`config.mk`:
```
export PLATFORM = sky130hd
export DESIGN_NAME = arcino_wb_stage
export DESIGN_NICKNAME = d
export VERILOG_FILES = /design/src/rtl/arcino_pkg.sv /design/src/rtl/arcino_wb_skid.sv /design/src/rtl/arcino_wb_stage.sv
export SDC_FILE = /design/constraint.sdc
export NUM_CORES = 1
export LEC_CHECK = 0
export ABC_AREA = 0
export BUFFER_PORTS_ARGS = -buffer_cell sky130_fd_sc_hd__clkbuf_2
export CAP_MARGIN = 20
export CORE_MARGIN = 3
export CORE_UTILIZATION = 31
export CTS_BUF_LIST = sky130_fd_sc_hd__clkbuf_4 sky130_fd_sc_hd__clkbuf_8
export CTS_CLUSTER_DIAMETER = 50
export DETAILED_ROUTE_END_ITERATION = 8
export HOLD_SLACK_MARGIN = 0.12
export PLACE_DENSITY_LB_ADDON = 0.25
export SKIP_CTS_REPAIR_TIMING = 1
export SYNTH_ARGS = -nofsm -noshare
export SYNTH_HDL_FRONTEND = slang
export SYNTH_SLANG_ARGS = --single-unit
```
`constraint.sdc`:
```
create_clock -name clk_i -period 3.6 [get_ports clk_i]
set_clock_uncertainty 0.05 [all_clocks]
set_input_delay 0.36 -clock clk_i [delete_from_list [all_inputs] [get_ports clk_i]]
set_output_delay 0.36 -clock clk_i [all_outputs]
set_load 0.1 [all_outputs]
```
`src/rtl/arcino_pkg.sv`:
```
`default_nettype none
// +------------------------------------------------------------------+
// | arcino_pkg : shared write-back types and register-address sizing |
// | Rev 1.0                                                          |
// +------------------------------------------------------------------+
package arcino_pkg;

   typedef enum logic [1:0] {
      WB_SRC_NONE = 2'd0,
      WB_SRC_SKID = 2'd1,
      WB_SRC_LSU  = 2'd2,
      WB_SRC_ALU  = 2'd3
   } wb_src_e;

   localparam int unsigned REG_ADDR_W = 5;

   function automatic int unsigned addr_width(input bit rv32e);
      return rv32e ? 4 : 5;
   endfunction

endpackage
`default_nettype wire

```
`src/rtl/arcino_wb_skid.sv`:
```
`default_nettype none
// +------------------------------------------------------------------+
// | arcino_wb_skid : one-entry holding register for a deferred result |
// | Rev 1.0                                                          |
// +------------------------------------------------------------------+
module arcino_wb_skid #(
   parameter int unsigned AW = 5,
   parameter int unsigned DW = 32
) (
   input  logic          clk_i,
   input  logic          rst_i,
   input  logic          push_i,
   input  logic          pop_i,
   input  logic [AW-1:0] addr_i,
   input  logic [DW-1:0] data_i,
   output logic          valid_o,
   output logic [AW-1:0] addr_o,
   output logic [DW-1:0] data_o
);

   logic          valid_q, valid_d;
   logic [AW-1:0] addr_q,  addr_d;
   logic [DW-1:0] data_q,  data_d;

   always_comb begin
      valid_d = valid_q;
      addr_d  = addr_q;
      data_d  = data_q;
      if (pop_i) begin
         valid_d = 1'b0;
      end
      if (push_i) begin
         valid_d = 1'b1;
         addr_d  = addr_i;
         data_d  = data_i;
      end
   end

   always_ff @(posedge clk_i) begin
      if (rst_i) begin
         valid_q <= 1'b0;
         addr_q  <= '0;
         data_q  <= '0;
      end else begin
         valid_q <= valid_d;
         addr_q  <= addr_d;
         data_q  <= data_d;
      end
   end

   assign valid_o = valid_q;
   assign addr_o  = addr_q;
   assign data_o  = data_q;

endmodule
`default_nettype wire

```
`src/rtl/arcino_wb_stage.sv`:
```
`default_nettype none
// +------------------------------------------------------------------+
// | arcino_wb_stage : ALU/LSU write-back arbiter with load scoreboard |
// | Rev 1.0                                                          |
// +------------------------------------------------------------------+
module arcino_wb_stage
   import arcino_pkg::*;
#(
   parameter bit          RV32E     = 1'b0,
   parameter int unsigned DataWidth = 32
) (
   input  logic                  clk_i,
   input  logic                  rst_i,
   input  logic                  alu_valid_i,
   output logic                  alu_ready_o,
   input  logic [4:0]            alu_waddr_i,
   input  logic [DataWidth-1:0]  alu_wdata_i,
   input  logic                  lsu_valid_i,
   output logic                  lsu_ready_o,
   input  logic [4:0]            lsu_waddr_i,
   input  logic [DataWidth-1:0]  lsu_wdata_i,
   input  logic                  load_issue_i,
   input  logic [4:0]            load_issue_addr_i,
   input  logic [4:0]            raddr_a_i,
   input  logic [4:0]            raddr_b_i,
   output logic                  hazard_a_o,
   output logic                  hazard_b_o,
   output logic                  rf_we_o,
   output logic [4:0]            rf_waddr_o,
   output logic [DataWidth-1:0]  rf_wdata_o
);

   localparam int unsigned ADDR_WIDTH = addr_width(RV32E);
   localparam int unsigned NUM_WORDS  = 2 ** ADDR_WIDTH;

   logic                  skid_valid;
   logic [ADDR_WIDTH-1:0] skid_addr;
   logic [DataWidth-1:0]  skid_data;
   logic                  ready;
   logic                  alu_fire, lsu_fire;
   logic [ADDR_WIDTH-1:0] alu_addr, lsu_addr, issue_addr, ra_a, ra_b;
   wb_src_e               src;

   logic                  rf_we_q,    rf_we_d;
   logic [ADDR_WIDTH-1:0] rf_waddr_q, rf_waddr_d;
   logic [DataWidth-1:0]  rf_wdata_q, rf_wdata_d;
   logic [NUM_WORDS-1:0]  pending_q,  pending_d;

   assign alu_addr   = alu_waddr_i[ADDR_WIDTH-1:0];
   assign lsu_addr   = lsu_waddr_i[ADDR_WIDTH-1:0];
   assign issue_addr = load_issue_addr_i[ADDR_WIDTH-1:0];
   assign ra_a       = raddr_a_i[ADDR_WIDTH-1:0];
   assign ra_b       = raddr_b_i[ADDR_WIDTH-1:0];

   // Ready depends only on skid state, so valid never feeds back into ready.
   assign ready       = ~skid_valid;
   assign alu_ready_o = ready;
   assign lsu_ready_o = ready;
   assign alu_fire    = alu_valid_i & ready;
   assign lsu_fire    = lsu_valid_i & ready;

   arcino_wb_skid #(
      .AW (ADDR_WIDTH),
      .DW (DataWidth)
   ) u_skid (
      .clk_i   (clk_i),
      .rst_i   (rst_i),
      .push_i  (alu_fire & lsu_fire),
      .pop_i   (skid_valid),
      .addr_i  (alu_addr),
      .data_i  (alu_wdata_i),
      .valid_o (skid_valid),
      .addr_o  (skid_addr),
      .data_o  (skid_data)
   );

   always_comb begin
      src = WB_SRC_NONE;
      if (skid_valid) begin
         src = WB_SRC_SKID;
      end else if (lsu_fire) begin
         src = WB_SRC_LSU;
      end else if (alu_fire) begin
         src = WB_SRC_ALU;
      end
   end

   always_comb begin
      rf_waddr_d = '0;
      rf_wdata_d = '0;
      case (src)
         WB_SRC_SKID: begin
            rf_waddr_d = skid_addr;
            rf_wdata_d = skid_data;
         end
         WB_SRC_LSU: begin
            rf_waddr_d = lsu_addr;
            rf_wdata_d = lsu_wdata_i;
         end
         WB_SRC_ALU: begin
            rf_waddr_d = alu_addr;
            rf_wdata_d = alu_wdata_i;
         end
         default: ;
      endcase
      // x0 results are consumed but never reach the register file.
      rf_we_d = (src != WB_SRC_NONE) && (rf_waddr_d != '0);
   end

   // Set is applied after clear so a same-cycle reissue stays pending.
   always_comb begin
      pending_d = pending_q;
      if (lsu_fire) begin
         pending_d[lsu_addr] = 1'b0;
      end
      if (load_issue_i) begin
         pending_d[issue_addr] = 1'b1;
      end
      pending_d[0] = 1'b0;
   end

   always_ff @(posedge clk_i) begin
      if (rst_i) begin
         rf_we_q    <= 1'b0;
         rf_waddr_q <= '0;
         rf_wdata_q <= '0;
         pending_q  <= '0;
      end else begin
         rf_we_q    <= rf_we_d;
         rf_waddr_q <= rf_waddr_d;
         rf_wdata_q <= rf_wdata_d;
         pending_q  <= pending_d;
      end
   end

   assign rf_we_o    = rf_we_q;
   assign rf_waddr_o = REG_ADDR_W'(rf_waddr_q);
   assign rf_wdata_o = rf_wdata_q;

   assign hazard_a_o = (ra_a != '0) &&
                       (pending_q[ra_a] ||
                        (skid_valid && (skid_addr == ra_a)) ||
                        (rf_we_q && (rf_waddr_q == ra_a)));
   assign hazard_b_o = (ra_b != '0) &&
                       (pending_q[ra_b] ||
                        (skid_valid && (skid_addr == ra_b)) ||
                        (rf_we_q && (rf_waddr_q == ra_b)));

endmodule
`default_nettype wire

```
# Yosys cells after proc, flatten, opt, wreduce, memory -nomap -nowiden
# Index checks and enable logic that the tools add are counted.
[word_totals]
n_memories = 0
word_cells = 61
regBits = 108
inputBits = 94
latch_bits = 0
out_inout_bits = 42
mem_bits_rw = 0
mem_bits_ro = 0
[classes]
multipliers = 0
n_reduce_logical = 17
shift = 0
n_eq_ne = 7
addsub = 0
n_bitwise = 7
div_mod_pow = 0
magnitude_cmp = 6
muxes = 16
[op_table]
columns = ["op", "count"]
rows = [
  ["$pmux W32 S3", 1],
  ["$mux W32", 2],
  ["$and A32 B32 Y32", 1],
  ["$not A32 Y32", 1],
  ["$or A32 B32 Y32", 1],
  ["$lt A5 B6 Y1 const B", 4],
  ["$eq A5 B5 Y1", 4],
  ["$pmux W5 S3", 1],
  ["$reduce_bool A5 Y1", 3],
  ["$bmux W1 S5", 2],
  ["$demux W1 S5", 2],
  ["$ge A5 B1 Y1 const B", 2],
  ["$logic_and A1 B1 Y1", 9],
  ["$mux W2", 3],
  ["$mux W1", 5],
  ["$eq A2 B2 Y1 const B", 2],
  ["$logic_or A1 B1 Y1", 4],
  ["$and A1 B1 Y1", 3],
  ["$eq A2 B1 Y1 const B", 1],
  ["$reduce_bool A2 Y1", 1],
  ["$not A1 Y1", 1],
]

# Longest topological paths before layout
[depth]
depth_word = 9
ltp_mapped = 6
ltp_nobuf = 5

# Modules after synthesis
# Synthesis repeated with hierarchy kept, for this count alone.
[hier_totals]
hier_cells = 597
area_unflattened_um2 = 5295.1
[modules_own_cells]
columns = ["mod", "instances", "area_each_um2", "seq_area_each_um2", "cells_each"]
rows = [
  ["arcino_wb_stage", 1, 3933.8, 1381.3, 474],
  ["arcino_wb_skid", 1, 1361.3, 760.7, 123],
]

# Worst setup path after synthesis
# Ideal clock, no wire load.
[synth_timing]
kind = "flip-flop to output port"
startpoint = "register rf_waddr_q[0], in the netlist rf_waddr_o[0]"
endpoint = "output hazard_b_o"
t_required_ps = 3190
t_arrival_ps = 3060
path_stages_with_launch = 6
path_buffers = 0
slack_ps = 130
cell_sequence = "dfxtp_1 xor2_1 nor4_1 and3_1 a31oi_1 a21oi_1"
[synth_between]
elab_chain_len = 4
[synth_lines]
columns = ["element", "line_no", "rtl"]
rows = [
  ["start: declaration", "arcino_wb_stage.sv:45", "logic [ADDR_WIDTH-1:0] rf_waddr_q, rf_waddr_d;"],
  ["start signal: assignment", "arcino_wb_stage.sv:130", "rf_waddr_q <= rf_waddr_d;"],
  ["$eq A5 B5 Y1", "arcino_wb_stage.sv:147", "(rf_we_q && (rf_waddr_q == ra_b)));"],
  ["$logic_and A1 B1 Y1", "arcino_wb_stage.sv:147", ""],
  ["$logic_or A1 B1 Y1", "arcino_wb_stage.sv:146", "(skid_valid && (skid_addr == ra_b)) ||"],
  ["$logic_and A1 B1 Y1", "arcino_wb_stage.sv:144", "assign hazard_b_o = (ra_b != '0) &&"],
  ["end: declaration", "arcino_wb_stage.sv:27", "output logic hazard_b_o,"],
]
# No other way between the ends.

# Worst setup path after layout
[layout_timing]
startpoint = "input raddr_a_i[0]"
endpoint = "output hazard_a_o"
[layout_between]
elab_chain_len = 5
word_cells_on_any_way = 10
classes_between = "eq/ne: 2; mux: 2; reduce/logical: 6"
[layout_lines]
columns = ["element", "line_no", "rtl"]
rows = [
  ["start: declaration", "arcino_wb_stage.sv:24", "input logic [4:0] raddr_a_i,"],
  ["$bmux W1 S5 / $eq A5 B5 Y1 (equally long branches)", "arcino_wb_stage.sv:141, arcino_wb_stage.sv:142", ""],
  ["$mux W1 (implied by the code) / $logic_and A1 B1 Y1 (equally long branches)", "arcino_wb_stage.sv:141, arcino_wb_stage.sv:142", ""],
  ["$logic_or A1 B1 Y1", "arcino_wb_stage.sv:141", "(pending_q[ra_a] ||"],
  ["$logic_or A1 B1 Y1", "arcino_wb_stage.sv:142", "(skid_valid && (skid_addr == ra_a)) ||"],
  ["$logic_and A1 B1 Y1 *", "arcino_wb_stage.sv:140", "assign hazard_a_o = (ra_a != '0) &&"],
  ["end: declaration", "arcino_wb_stage.sv:26", "output logic hazard_a_o,"],
]
# Every way passes the cells marked *; elsewhere a longest branch is shown, timed or not. The select of a mux whose other input is x is not followed.

==> results.tsv <==
stage	metric	value	unit
critical_path	CP Max Fanout	12	
min_path	Hold Path Stages	3	
drt	first drt pass iteration count	4	
timing	final setup fails	0	
timing	f_max	362	MHz
power	Pleak	2.73	nW
clocking	CTS H-tree depth	3	
timing	Tcrit/Tclk final	76.8	%
critical_path	worst reg-to-reg path cell count	6	
final_layout	Non-Filler Instances	948	
critical_path	Critical Path RT	3190	ps
critical_path	type of origin of the critical path	input pin	
drt	DRC viols	0	
die	Die Y	135	um
synthesis	Post-synth EDFFs	0	
placement	pre-CTS setup slack	893	ps
critical_path	crit path DAT	2350	ps
timing	Final Max Slew Viols	0	
synthesis	Synth Flop Type	dfxtp_1	
global_routing	vias in the first global route	4535	
clocking	Num CTS Buffers	9	
drt	via count	4818	
final_layout	Design Area, Final	6180	um^2
clocking	CTS tree	done	
die	# IOs	136	
synthesis	Yosys warning count	0	
drt	Post-Route WL	15300	um
final_layout	ANT cells	0	
placement	Placed Instance Area	5990	um^2
synthesis	Netlist Area Pre-Place	5200	um^2
global_routing	total grt overflow	0	
clocking	Max clock buf depth	2	
synthesis	Mapped Cells	626	
synthesis	Seq/Total Area, Yosys	41.2	%
synthesis	top cells by area, synth	dfxtp_1 (41%), nand2_1 (13%), a21oi_1 (7.3%)	
critical_path	CP Capture Type	primary output	
clocking	clock sink total	107	
synthesis	Synth Area per Inst	8.30	um^2
clocking	worst skew pair latency	380	ps
die	Die ar.	18400	um^2
global_routing	initial antenna violation count	2	
global_routing	largest net degree at the start of global routing	59	
timing	setup TNS	0	ps
run_status	outcome	completed	
critical_path	worst reg-to-reg setup slack	1520	ps
timing	worst hold slack	133	ps
power	Max IR drop VDD	0.205	mV
job	Max Cap Viol	0	
global_routing	GRT Overall Usage	16.6	%
critical_path	Reg-to-Reg End	u_skid.data_o[20]	
power	power per cell area	418	nW/um^2
timing	setup ws final	835	ps
power	Design Power	2.58	mW
synthesis	Unique masters post-synth	41	
drt	Post-DRT Antenna Nets	0	
drt	per-cell routed wire length	16.2	um
die	Die Wd	135	um
die	initial core utilization	32.1	%
synthesis	Syn Nets	720	
synthesis	fraction of registers with async set or reset after synthesis	0	%
min_path	worst min path class	input pin to register	
final_layout	area delta synth->final	18.8	%
synthesis	Synth Register Bits	107	
placement	placed cell count	932	
synthesis	list of most frequent post-synthesis cells	nand2_1 (182), dfxtp_1 (107), a21oi_1 (76)	
die	cell row count	46	
min_path	hold path start	alu_wdata_i[3]	
synthesis	post-synth top area share	41.2	%
clocking	root buffer cell	clkbuf_8	
drt	vias per std cell	5.08	
synthesis	Yosys top cell by area	dfxtp_1	
timing	max_slew headroom	29.3	%
clocking	clock-pin slew on the worst setup and hold paths	120	ps
final_layout	layout cells sized above 1	23.8	%
placement	DP HPWL	10600	um
final_layout	fin util	38.2	%
timing	Slew @ Worst Pin	1060	ps
final_layout	nets	821	
die	Core Area	16200	um^2
timing	final hold viol count	0	
drt	initial DRC count	272	
placement	I/O Buffers	135	
synthesis	most common cell in the netlist	nand2_1	
critical_path	Crit Path Class	input pin to primary output	
critical_path	r2r startpoint	u_skid.valid_o	
global_routing	first-pass GRT wire length	24300	um
timing	RSZ-0062 raised after global routing	no	
placement	Final GP Congestion	0.820	
timing	Tmin final	2760	ps
min_path	hold endpoint	u_skid.data_o[3]	
==> layout make-up <==
class | instances | area (um^2)
Clock buffer | 10 | 131
Inverter | 1 | 3.75
Tap cell | 216 | 270
Clock inverter | 6 | 55.1
Multi-Input combinational cell | 465 | 2830
Sequential cell | 107 | 2140
Fill cell | 1681 | 10000
Timing Repair Buffer | 143 | 748
==> sequential cells by signal, indices dropped and copies added (netlist names) <==
signal and flops:
rf_wdata_o 32, u_skid.data_o 32, pending_q 31, rf_waddr_o 5, u_skid.addr_o 5, rf_we_o 1, u_skid.valid_o 1
==> routing by layer <==
metal,vias to the layer above,wire [um],part of all wire [%],track usage (%)
li1,2409,-,-,-
met1,2231,7240,47,23.5
met2,151,6950,45,25.5
met3,23,849,5.5,2.97
met4,4,274,1.8,5.77
met5,-,27,0.18,0
==> worst max path at each step <==
stage,start,depth (start not counted),slack [ps],end
finish,raddr_a_i[0],7,840,hazard_a_o
global placement,raddr_b_i[2],7,880,hazard_b_o
floorplan,rf_waddr_o[0],5,130,hazard_b_o
global route,raddr_a_i[0],7,630,hazard_a_o
detailed placement,raddr_a_i[0],7,890,hazard_a_o
CTS,raddr_a_i[0],7,870,hazard_a_o
==> worst max-delay path, stage by stage <==
cell	delay, ps
clkbuf_2	250
mux4_1	410
mux2i_1	70
a2111oi_1	500
a311oi_1	90
a21oi_1	190
clkbuf_2	480
==> placed cells by master, fill, tap and decap left out, types with 3 or more instances in the layout <==
cell / count
nor3b_1: 6
xnor2_1: 7
nand3_1: 3
a21oi_1: 76
o21ai_0: 34
mux2i_1: 4
dfxtp_1: 107
nor3_1: 3
mux2_2: 3
xor2_1: 13
a2111oi_0: 3
and3b_1: 3
and3_1: 4
clkbuf_2: 135
nor2_1: 12
nand3b_1: 7
mux4_1: 6
or3_1: 3
o211ai_1: 34
clkbuf_8: 9
nor4_1: 3
nand2_1: 182
buf_4: 7
o211a_1: 32
mux4_2: 8
==> cell families after synthesis <==
| kind of cell | Yosys count | share of synthesized area, % |
|---|---|---|
| buf+inv | 54 | 4.48 |
| simple gates | 238 | 19.8 |
| compound gates | 186 | 23.2 |
| mux | 21 | 7.92 |
| flops | 107 | 41.2 |
| xor+xnor | 20 | 3.37 |
==> where the power goes <==
| group | switching (mW) | total, mW | internal [mW] |
|---|---|---|---|
| combinational | 0.428 | 0.581 | 0.153 |
| clock | 0.457 | 0.732 | 0.275 |
| sequential | 0.0303 | 1.27 | 1.24 |
No activity file was read; power rests on OpenSTA's default activity.
